===== src/rtl/tcdm_router_pkg.sv =====
// Shared types and width helpers for the TCDM request router.
// Address fields are decoded into a wide struct and narrowed by the user.
package tcdm_router_pkg;

    typedef enum logic {
        LOCAL  = 1'b0,
        REMOTE = 1'b1
    } dest_e;

    localparam int unsigned MaxFieldBits = 64;

    typedef struct packed {
        logic [MaxFieldBits-1:0] tile;
        logic [MaxFieldBits-1:0] bank;
        logic [MaxFieldBits-1:0] row;
    } addr_fields_t;

    function automatic int unsigned tile_id_bits(input int unsigned num_tiles);
        return $clog2(num_tiles);
    endfunction

    function automatic int unsigned bank_offset_bits(input int unsigned num_banks);
        return $clog2(num_banks);
    endfunction

    function automatic int unsigned row_bits(input int unsigned addr_width,
                                             input int unsigned byte_offset,
                                             input int unsigned num_tiles,
                                             input int unsigned num_banks);
        return addr_width - byte_offset - $clog2(num_banks) - $clog2(num_tiles);
    endfunction

    function automatic bit is_pow2(input int unsigned v);
        return (v != 0) && ((v & (v - 1)) == 0);
    endfunction

    // Fields above the row width come out zero because the address is zero-extended.
    function automatic addr_fields_t decode_addr(input logic [MaxFieldBits-1:0] addr,
                                                 input int unsigned byte_offset,
                                                 input int unsigned bank_bits,
                                                 input int unsigned tile_bits);
        addr_fields_t            f;
        logic [MaxFieldBits-1:0] word;
        word   = addr >> byte_offset;
        f.bank = word & ((MaxFieldBits'(1) << bank_bits) - MaxFieldBits'(1));
        f.tile = (word >> bank_bits) & ((MaxFieldBits'(1) << tile_bits) - MaxFieldBits'(1));
        f.row  = word >> (bank_bits + tile_bits);
        return f;
    endfunction

endpackage


===== src/rtl/tcdm_out_reg.sv =====
// Generic one-entry valid/ready pipeline register; accepts a new entry in
// the same cycle the current one leaves.
module tcdm_out_reg #(
    parameter int unsigned Width = 1
) (
    input  logic             clk_i,
    input  logic             rst_i,
    input  logic             in_valid_i,
    output logic             in_ready_o,
    input  logic [Width-1:0] in_data_i,
    output logic             out_valid_o,
    input  logic             out_ready_i,
    output logic [Width-1:0] out_data_o
);

    logic             valid_q;
    logic [Width-1:0] data_q;

    assign in_ready_o  = !valid_q || out_ready_i;
    assign out_valid_o = valid_q;
    assign out_data_o  = data_q;

    always_ff @(posedge clk_i) begin
        if (rst_i) begin
            valid_q <= 1'b0;
            data_q  <= '0;
        end else if (in_valid_i && in_ready_o) begin
            valid_q <= 1'b1;
            data_q  <= in_data_i;
        end else if (out_ready_i) begin
            valid_q <= 1'b0;
        end
    end

endmodule


===== src/rtl/tcdm_req_router.sv =====
// Routes scrambled TCDM requests to local banks or the remote interconnect,
// locking the destination class while responses are outstanding.
module tcdm_req_router
    import tcdm_router_pkg::*;
#(
    parameter int unsigned AddrWidth       = 32,
    parameter int unsigned DataWidth       = 32,
    parameter int unsigned ByteOffset      = 2,
    parameter int unsigned NumTiles        = 16,
    parameter int unsigned NumBanksPerTile = 16,
    parameter int unsigned MaxOutstanding  = 8,
    localparam int unsigned TileIdBits     = tile_id_bits(NumTiles),
    localparam int unsigned BankOffsetBits = bank_offset_bits(NumBanksPerTile),
    localparam int unsigned RowBits        = row_bits(AddrWidth, ByteOffset, NumTiles, NumBanksPerTile)
) (
    input  logic                      clk_i,
    input  logic                      rst_i,
    input  logic [TileIdBits-1:0]     tile_id_i,
    input  logic                      req_valid_i,
    output logic                      req_ready_o,
    input  logic [AddrWidth-1:0]      req_addr_i,
    input  logic                      req_wen_i,
    input  logic [DataWidth-1:0]      req_wdata_i,
    input  logic [DataWidth/8-1:0]    req_be_i,
    output logic                      loc_req_valid_o,
    input  logic                      loc_req_ready_i,
    output logic                      rem_req_valid_o,
    input  logic                      rem_req_ready_i,
    output logic [TileIdBits-1:0]     out_tile_o,
    output logic [BankOffsetBits-1:0] out_bank_o,
    output logic [RowBits-1:0]        out_row_o,
    output logic                      out_wen_o,
    output logic [DataWidth-1:0]      out_wdata_o,
    output logic [DataWidth/8-1:0]    out_be_o,
    input  logic                      loc_resp_valid_i,
    input  logic [DataWidth-1:0]      loc_resp_rdata_i,
    input  logic                      rem_resp_valid_i,
    input  logic [DataWidth-1:0]      rem_resp_rdata_i,
    output logic                      resp_valid_o,
    output logic [DataWidth-1:0]      resp_rdata_o
);

    localparam int unsigned CntWidth = $clog2(MaxOutstanding + 1);

    if (!is_pow2(NumTiles) || NumTiles < 2) begin : g_bad_tiles
        $fatal(1, "NumTiles must be a power of 2 and >= 2");
    end
    if (!is_pow2(NumBanksPerTile) || NumBanksPerTile < 2) begin : g_bad_banks
        $fatal(1, "NumBanksPerTile must be a power of 2 and >= 2");
    end
    if (MaxOutstanding == 0) begin : g_bad_outstanding
        $fatal(1, "MaxOutstanding must be >= 1");
    end
    if (AddrWidth > MaxFieldBits ||
        AddrWidth <= ByteOffset + BankOffsetBits + TileIdBits) begin : g_bad_addr
        $fatal(1, "AddrWidth leaves no row bits or exceeds the decoder width");
    end

    typedef struct packed {
        dest_e                     dest;
        logic [TileIdBits-1:0]     tile;
        logic [BankOffsetBits-1:0] bank;
        logic [RowBits-1:0]        row;
        logic                      wen;
        logic [DataWidth-1:0]      wdata;
        logic [DataWidth/8-1:0]    be;
    } req_payload_t;

    addr_fields_t         fields;
    dest_e                req_dest;
    dest_e                dest_q;
    logic                 unused_fields;
    req_payload_t         in_payload;
    req_payload_t         out_payload;
    logic                 reg_in_ready;
    logic                 reg_out_valid;
    logic                 reg_out_ready;
    logic                 accept_ok;
    logic                 req_fire;
    logic                 resp_in;
    logic                 resp_ack;
    logic [CntWidth-1:0]  cnt_q;
    logic                 resp_valid_q;
    logic [DataWidth-1:0] resp_rdata_q;

    assign fields        = decode_addr(MaxFieldBits'(req_addr_i), ByteOffset, BankOffsetBits, TileIdBits);
    assign unused_fields = ^fields;
    assign req_dest      = (fields.tile[TileIdBits-1:0] == tile_id_i) ? LOCAL : REMOTE;

    assign in_payload = '{
        dest:  req_dest,
        tile:  fields.tile[TileIdBits-1:0],
        bank:  fields.bank[BankOffsetBits-1:0],
        row:   fields.row[RowBits-1:0],
        wen:   req_wen_i,
        wdata: req_wdata_i,
        be:    req_be_i
    };

    // A class switch waits for the counter to drain so responses return in order.
    assign accept_ok   = !rst_i && (cnt_q < CntWidth'(MaxOutstanding)) &&
                         ((cnt_q == '0) || (req_dest == dest_q));
    assign req_ready_o = reg_in_ready && accept_ok;
    assign req_fire    = req_valid_i && req_ready_o;

    assign reg_out_ready = (out_payload.dest == LOCAL) ? loc_req_ready_i : rem_req_ready_i;

    tcdm_out_reg #(
        .Width ($bits(req_payload_t))
    ) i_out_reg (
        .clk_i       (clk_i),
        .rst_i       (rst_i),
        .in_valid_i  (req_valid_i && accept_ok),
        .in_ready_o  (reg_in_ready),
        .in_data_i   (in_payload),
        .out_valid_o (reg_out_valid),
        .out_ready_i (reg_out_ready),
        .out_data_o  (out_payload)
    );

    assign loc_req_valid_o = reg_out_valid && (out_payload.dest == LOCAL);
    assign rem_req_valid_o = reg_out_valid && (out_payload.dest == REMOTE);
    assign out_tile_o      = out_payload.tile;
    assign out_bank_o      = out_payload.bank;
    assign out_row_o       = out_payload.row;
    assign out_wen_o       = out_payload.wen;
    assign out_wdata_o     = out_payload.wdata;
    assign out_be_o        = out_payload.be;

    // Responses with nothing outstanding are stale and get dropped.
    assign resp_in  = loc_resp_valid_i || rem_resp_valid_i;
    assign resp_ack = resp_in && (cnt_q != '0);

    always_ff @(posedge clk_i) begin
        if (rst_i) begin
            cnt_q        <= '0;
            dest_q       <= LOCAL;
            resp_valid_q <= 1'b0;
            resp_rdata_q <= '0;
        end else begin
            if (req_fire && !resp_ack) begin
                cnt_q <= cnt_q + CntWidth'(1);
            end else if (!req_fire && resp_ack) begin
                cnt_q <= cnt_q - CntWidth'(1);
            end
            if (req_fire) begin
                dest_q <= req_dest;
            end
            resp_valid_q <= resp_ack;
            if (resp_ack) begin
                resp_rdata_q <= loc_resp_valid_i ? loc_resp_rdata_i : rem_resp_rdata_i;
            end
        end
    end

    assign resp_valid_o = resp_valid_q;
    assign resp_rdata_o = resp_rdata_q;

    assert property (@(posedge clk_i) disable iff (rst_i)
                     !(loc_resp_valid_i && rem_resp_valid_i))
        else $error("tcdm_req_router: local and remote responses in the same cycle");

    assert property (@(posedge clk_i) disable iff (rst_i) !(resp_in && cnt_q == '0))
        else $warning("tcdm_req_router: response with nothing outstanding dropped");

endmodule


===== config.mk =====
export PLATFORM = sky130hd
export DESIGN_NAME = tcdm_req_router
export DESIGN_NICKNAME = d
export VERILOG_FILES = /design/src/rtl/tcdm_router_pkg.sv /design/src/rtl/tcdm_out_reg.sv /design/src/rtl/tcdm_req_router.sv
export SDC_FILE = /design/constraint.sdc
export NUM_CORES = 1
export LEC_CHECK = 0
export CELL_PAD_IN_SITES_DETAIL_PLACEMENT = 1
export CELL_PAD_IN_SITES_GLOBAL_PLACEMENT = 1
export CORE_MARGIN = 2
export CORE_UTILIZATION = 29
export DETAILED_ROUTE_END_ITERATION = 7
export GPL_TIMING_DRIVEN = 0
export PLACE_DENSITY_LB_ADDON = 0.15
export SETUP_SLACK_MARGIN = 0.2
export SKIP_LAST_GASP = 1
export SLEW_MARGIN = 0
export SYNTH_ARGS = -nofsm -noshare
export SYNTH_HDL_FRONTEND = slang
export SYNTH_SLANG_ARGS = --single-unit

===== constraint.sdc =====
create_clock -name clk_i -period 4.57 [get_ports clk_i]
set_clock_uncertainty 0.05 [all_clocks]
set_input_delay 1.371 -clock clk_i [delete_from_list [all_inputs] [get_ports clk_i]]
set_output_delay 1.371 -clock clk_i [all_outputs]
set_load 0.005 [all_outputs]

After elaboration in Yosys (flattened, before gate mapping):

Index checks and enable logic that the tools add are counted.

* magnitude comparators: 1
* eq/ne operators: 2
* reductions and logical operators: 22
* add/sub/neg operators: 2
* multiplexer cells: 7
* bitwise operators: 1

Operators by type and width (number)
* $mux W32: 1
* $logic_and A1 B1 Y1: 11
* $mux W4: 2
* $add A4 B1 Y4 const B: 1
* $eq A4 B4 Y1: 1
* $logic_not A1 Y1: 4
* $logic_not A4 Y1: 1
* $lt A4 B4 Y1 const B: 1
* $mux W1: 4
* $reduce_bool A2 Y1: 2
* $reduce_bool A4 Y1: 1
* $sub A4 B1 Y4 const B: 1
* $logic_or A1 B1 Y1: 3
* $eq A1 B1 Y1: 1
* $not A1 Y1: 1

* register bits: 107
* output and inout port bits: 103

Depth between registers and ports, before layout:

Gate-level depths: netlist of the first run.

* depth in word-level cells: 11
* gate-level depth with buffers: 15
* mapped depth without buffers: 13

Hierarchy:

From an unflattened synthesis of the first run, not the netlist that was laid out.

* cells, all modules: 507
* area total of the unflattened synthesis: 4994.8 sq um

Modules (own cells, without submodules)
* tcdm_out_reg: instances 1, cells an instance 314, area each 2985.4 sq um
* tcdm_req_router: instances 1, cells an instance 193, area each 2009.4 sq um

Worst setup path after synthesis of the first run:

OpenSTA, ideal clock, no wires.

* kind: input port to output port
* start: in req_addr_i[7]
* end: out req_ready_o
* stages: 5
* arrival: 2.670 ns
* setup slack: 0.479 ns
* required time: 3.149 ns
* path buffers: 1
* cell sequence: xor2_1 -> nor4_4 -> mux2i_4 -> buf_2 -> and3_1

* word-level cells in the longest chain between the ends: 6

RTL lines
* start: declaration: RTL line tcdm_req_router.sv:21 `input logic [AddrWidth-1:0] req_addr_i,`
* $eq A4 B4 Y1: RTL line tcdm_req_router.sv:88 `assign req_dest = (fields.tile[TileIdBits-1:0] == tile_id_i) ? LOCAL : REMOTE;`
* $mux W1: RTL line tcdm_req_router.sv:88
* $eq A1 B1 Y1: RTL line tcdm_req_router.sv:102 `((cnt_q == '0) || (req_dest == dest_q));`
* $logic_or A1 B1 Y1: RTL line tcdm_req_router.sv:102
* $logic_and A1 B1 Y1: RTL line tcdm_req_router.sv:101 `assign accept_ok = !rst_i && (cnt_q < CntWidth'(MaxOutstanding)) &&`
* $logic_and A1 B1 Y1: RTL line tcdm_req_router.sv:103 `assign req_ready_o = reg_in_ready && accept_ok;`
* end: declaration: RTL line tcdm_req_router.sv:20 `output logic req_ready_o,`

No other way between the ends.

Worst setup path in the final report of the first run:

* start: in req_addr_i[9]
* end: out req_ready_o

Same word-level chain as after synthesis.

==> results of run 1 <==
==> power breakdown <==
part	total (W)	switching [W]	leakage, nW	internal [W]
Combinational	0.00189	0.000964	2.04	0.000923
Clock	0.000864	0.000354	0.159	0.000510
Sequential	0.00125	0.000116	0.875	0.00114
Total	0.00400	0.00143	3.08	0.00257
==> logic make-up after synthesis <==
family	Yosys count	synth area share
buffers and inverters	121	0.1525
XOR/XNOR	7	0.01243
flip-flops	107	0.4343
multiplexers	36	0.07661
AO/OA/AOI/OAI	175	0.1956
adder cells (fa/ha/maj)	4	0.01167
AND/OR/NAND/NOR	120	0.1170
==> layout by cell type, fill, tap and decap left out, drive strengths merged, types with 5 or more instances in the layout <==
cell and n:
a21oi 71, dfxtp 107, mux2i 35, o21ai 68, clkdlybuf4s50 233, nor2 41, a211oi 32, xor2 5
clkbuf 53, nand3 68, buf 86, dlygate4sd2 5
==> state kept, by name, summed over array words and instances, names as in the netlist <==
name / count
dest_q: 1
cnt_q: 4
i_out_reg.out_valid_o: 1
i_out_reg.out_data_o: 68
resp_valid_o: 1
resp_rdata_o: 32
==> stage by stage <==
| step | hold WS (ns) | setup TNS (ns) | cells | instance area (um^2) | power [W] |
|---|---|---|---|---|---|
| global placement | 0.4100 | -1.168 | 1032 | 7630 | 0.003035 |
| floorplan | 0.4042 | 0 | 570 | 4932 | 0.002257 |
| finish | 0.4267 | 0 | 1054 | 8029 | 0.004002 |
| detailed placement | 0.4178 | -1.371 | 1032 | 7630 | 0.003107 |
| global route | 0.4537 | 0 | 1054 | 8029 | 0.004291 |
| CTS | 0.4275 | 0 | 1052 | 8004 | 0.004014 |
==> final timing paths <==
kind,from,endpoint,cells after the start
worst max register to register,cnt_q[0],cnt_q[3],15
worst max-delay path,req_addr_i[9],req_ready_o,8
worst min register to register,i_out_reg.out_data_o[62],i_out_reg.out_data_o[62],2
worst min-delay path,i_out_reg.out_data_o[62],i_out_reg.out_data_o[62],2
==> repair_timing <==
item | CTS | global route
setup buffers | 4 | 2
hold buffers | 0 | 0
gates resized for setup | 16 | 10
pin swaps | 1 | 1
gates cloned | 0 | 0
setup endpoints to repair | 2 | 2
==> tightest hold or removal path, stage by stage (launching register included) <==
cell	delay (ns)
dfxtp_1	0.31
o21ai_0	0.06
a21oi_1	0.06
==> area by class of cell <==
cell class              count  area, um^2
fillers                  1881        8554
repair buffers            248        2452
flip-flops and latches    107        2142
multi-input cells         342        2071
plain buffers             118       748.2
well taps                 220       275.3
clock buffers              12       256.5
clock inverters             4       72.57
inverters                   3       11.26
==> metal layers <==
layer | vias up | routed length, um
met4 | 0 | 246
met2 | 172 | 8588
met5 | - | 0
met1 | 2290 | 7016
met3 | 17 | 1243
li1 | 2446 | -
==> impl_metrics.tcl, run 1 <==
set metrics [dict create \
    max-vdd-ir-drop_uv 237.9 \
    drive_gt1_frac 0.1391 \
    synth_cells 570 \
    syn-mean-instance-area_um2 8.653 \
    yosysSeqAreaShare 0.4343 \
    drv.max_cap_violation_count 0 \
    drc_errors 0 \
    wl_per_cell_um 16.22 \
    arrival_ns 2.86 \
    grt_pass1_wl_mm 27.17 \
    fin_nets 977 \
    tritoncts "built" \
    netlist_area_mm2 0.004932 \
    crit_slowest_cell "dlygate4sd2_1" \
    crit_type "primary input to output port" \
    vias_per_cell 4.673 \
    fmaxAchievable_ghz 0.2338 \
    die_h_um 134.4 \
    yosysWarnings 0 \
    period_minus_slack_ns 4.277 \
    cp_max_fo 2 \
    overflow 0 \
    ys_types 33 \
    first_global_vias 5296 \
    ys.flop_type "dfxtp_1" \
    final_core_util 0.4842 \
    antenna_found_initial 0 \
    cts_buffers 9 \
    clk_latency_ns 0.34 \
    max_stage_delay_ns 0.28 \
    core_mm2 0.01658 \
    cts_buffer_depth 2 \
    initial_utilization 0.2974 \
    endpoint_kind "output port" \
    clkSinkCount 107 \
    grtUsageMet3 0.05442 \
    die_width_um 134.4 \
    ioPinCount 247 \
    grt_util_all_layers 0.1892 \
    status "finished, final reports clean" \
    finalHoldViolations 0 \
    path_clk_slew_ns 0.07 \
    initialDrtViolationCount 111 \
    rsz0062_at_grt "no" \
    root_buffer "clkbuf_16" \
    drv_slew 0 \
    gp_congestion 0.7840 \
    netlist_top_cells_area "dfxtp_1, buf_4, a21oi_1, mux2i_1, nand3_1" \
    setup_violations 0 \
    vias 4925 \
    cp_top_family "buffers and inverters" \
    grt_max_degree 17 \
    pre_cts_slack_ns -0.8841 \
    worst_pin_slew_ns 0.7461 \
    critical_path_buf_inv_count 4 \
    diodes 0 \
    hpwl_mm 13.14 \
    hp-class "register to register" \
    use_met2 0.3365 \
    synthMostInstantiatedCell "dfxtp_1" \
    yosysTopAreaCellShare 0.4343 \
    synth-edff-count 0 \
    period_share 0.9359 \
    ant_nets 0 \
    relSlewSlack 0.5026 \
    synth_nets 718 \
    die_area_mm2 0.01807 \
    p_per_area_mw_per_mm2 498.4 \
    required_ns 3.15 \
    syn_to_final_growth_pct 62.79 \
    busiest_layer "met2" \
    synth-async-reset-ratio 0 \
    leakagePower_nw 3.075 \
    routed_wl_mm 17.10 \
    worstPathCellList "dlygate4sd2_1 -> xor2_2 -> nor4_4 -> buf_4 -> mux2i_4 -> buf_6 -> and3_1 -> buf_2" \
    synth-seq-cells 107 \
    first_pass_iters 5 \
    rows 47 \
    cts.htree.levels 3 \
    grt.met1_usage 0.2201 \
    setup_ws_ns 0.2930 \
    synthTopCellsByCount "dfxtp_1, a21oi_1, nand3_1, buf_4, nor2_1" \
    yosys.area.top_type "dfxtp_1" \
    port_buffers 242 \
    rrSetupSlack_ns 1.19 \
    critPathLaunchType "primary input" \
]
Note: power is estimated with default switching activity, not from simulation.
==> inputs of run 2 (changes only) <==
GPL_ROUTABILITY_DRIVEN = 0   (was unset)
==> results of run 2 <==
Same layout as run 1: the final DEF is identical, and so are final timing and power.
==> inputs of run 3 (changes only) <==
PLACE_DENSITY = 0.89   (was unset)
PLACE_DENSITY_LB_ADDON = unset   (was 0.15)
==> impl_metrics.tcl, run 3 (same netlist as run 1, synthesis figures left out) <==
set metrics [dict create \
    clkSinkCount 107 \
    core_mm2 0.01658 \
    fmaxAchievable_ghz 0.2329 \
    relSlewSlack 0.4904 \
    critPathLaunchType "primary input" \
    routed_wl_mm 17.36 \
    crit_type "primary input to output port" \
    grt_max_degree 18 \
    rsz0062_at_grt "no" \
    port_buffers 242 \
    die_area_mm2 0.01807 \
    syn_to_final_growth_pct 63.37 \
    final_core_util 0.4859 \
    initialDrtViolationCount 167 \
    fin_nets 977 \
    grt_pass1_wl_mm 27.77 \
    final-seq-area_mm2 0.002142 \
    max-vdd-ir-drop_uv 253.7 \
    vias 4966 \
    path_clk_slew_ns 0.07 \
    arrival_ns 2.87 \
    hold_depth 2 \
    first_global_vias 5294 \
    endpoint_kind "output port" \
    min_delay_worst_endpoint "i_out_reg.out_data_o[62]" \
    setup_violations 0 \
    worst_pin_slew_ns 0.7644 \
    finalHoldViolations 0 \
    die_width_um 134.4 \
    r2r_end "cnt_q[3]" \
    grt_util_all_layers 0.1938 \
    power_frac_comb 0.469 \
    drv_slew 0 \
    final_common_cell "clkdlybuf4s50_1" \
    switching_share 0.3556 \
    mostFrequentLayoutCells "clkdlybuf4s50_1, dfxtp_1, buf_4" \
    leakagePower_nw 3.086 \
    die_h_um 134.4 \
    ant_nets 0 \
    reg2reg_from "cnt_q[0]" \
    diodes 0 \
    antenna_found_initial 0 \
    required_ns 3.15 \
    rr_worst_depth 15 \
    drive_gt1_frac 0.1415 \
    overflow 0 \
    period_minus_slack_ns 4.295 \
    ioPinCount 247 \
    period_share 0.9397 \
    fillers 1913 \
    rows 47 \
    cts.htree.levels 3 \
    p_per_area_mw_per_mm2 501.9 \
    p_int_w 0.002606 \
    worstHoldStart "i_out_reg.out_data_o[62]" \
    cp_max_fo 2 \
    multiInputGateArea_mm2 0.002081 \
    status "finished, final reports clean" \
    clk_latency_ns 0.35 \
    hpwl_mm 13.52 \
    first_pass_iters 4 \
    wl_per_cell_um 16.47 \
    cts_buffer_depth 2 \
    rrSetupSlack_ns 1.31 \
    hp-class "register to register" \
    power_w 0.004045 \
    root_buffer "clkbuf_16" \
    pwr-share-clk 0.222 \
    holdBufCountCts 0 \
    pwr-share-seq 0.308 \
    vias_per_cell 4.712 \
    tritoncts "built" \
    initial_utilization 0.2974 \
    largest_reg_flops 68 \
    p_switching_w 0.001438 \
    drv.max_cap_violation_count 0 \
    drc_errors 0 \
    cts_buffers 9 \
]
==> run 3: changes by cell type in the layout (fill, tap and decap cells not counted) <==
cell,change
bufinv_16,+1
ha_1,+1
a21oi_1,-2
a21oi_2,+2
inv_6,+1
clkbuf_8,-2
and3_4,+1
buf_2,-1
buf_6,+1
clkinvlp_4,-1
ha_2,-1
and3_1,-1
clkinv_4,+1
==> run 3: worst max-delay path, cell delays in order <==
cell,delay (ns)
dlygate4sd2_1,0.27
xor2_2,0.17
nor4_4,0.25
buf_4,0.18
mux2i_4,0.25
buf_6,0.12
and3_4,0.16
buf_6,0.10
==> run 3: how the worst max path moves through the flow <==
stage	startpoint	endpoint	slack, ns	cells past startpoint
5_1_grt	req_addr_i[9]	req_ready_o	0.20	8
3_3_place_gp	req_addr_i[7]	req_ready_o	-0.91	7
4_1_cts	tile_id_i[0]	req_ready_o	0.22	8
3_5_place_dp	req_addr_i[6]	req_ready_o	-0.90	7
2_1_floorplan	req_addr_i[7]	req_ready_o	0.48	5
6_report	tile_id_i[2]	req_ready_o	0.28	8
==> run 3: routing by layer <==
metal  global-route usage  vias up  share of wire
li1                     -     2451              -
met1               0.2231     2326           0.41
met2               0.3518      176           0.50
met3              0.05669       13          0.076
met4              0.04737        0          0.010
met5                    0        -              0
==> run 3: timing repair <==
action / 4_1_cts / 5_1_grt
gates cloned: 0 / 0
resized for setup: 18 / 11
setup buffers: 4 / 2
setup endpoints to repair: 2 / 2
pin swaps: 1 / 1
==> run 3: metrics by stage <==
stage / setup WS, ns / cells / TNS [ns] / instance area [um^2] / hold WS [ns]
after floorplan: 0.4793 / 570 / 0 / 4932 / 0.4042
after global placement: -0.9055 / 1032 / -1.231 / 7630 / 0.4119
after detailed placement: -0.9015 / 1032 / -1.336 / 7630 / 0.4204
after CTS: 0.2156 / 1052 / 0 / 8028 / 0.4300
after global routing: 0.2001 / 1054 / 0 / 8058 / 0.4574
final: 0.2755 / 1054 / 0 / 8058 / 0.4272
==> run 3: cell type report <==
type,instances,share of cell area
Buffer,118,0.09286
Multi-Input combinational cell,342,0.2582
Timing Repair Buffer,248,0.3051
Clock buffer,10,0.02842
Tap cell,220,0.03416
Clock inverter,6,0.01398
Sequential cell,107,0.2658
Inverter,3,0.001398
==> run 3: power by group through the flow <==
stage	Combinational [W]	Sequential (W)	Clock (W)
6_report	0.00190	0.00125	0.000899
3_5_place_dp	0.00184	0.00127	0
5_1_grt	0.00210	0.00128	0.000961
3_3_place_gp	0.00181	0.00126	0
2_1_floorplan	0.00100	0.00126	0
4_1_cts	0.00189	0.00125	0.000921
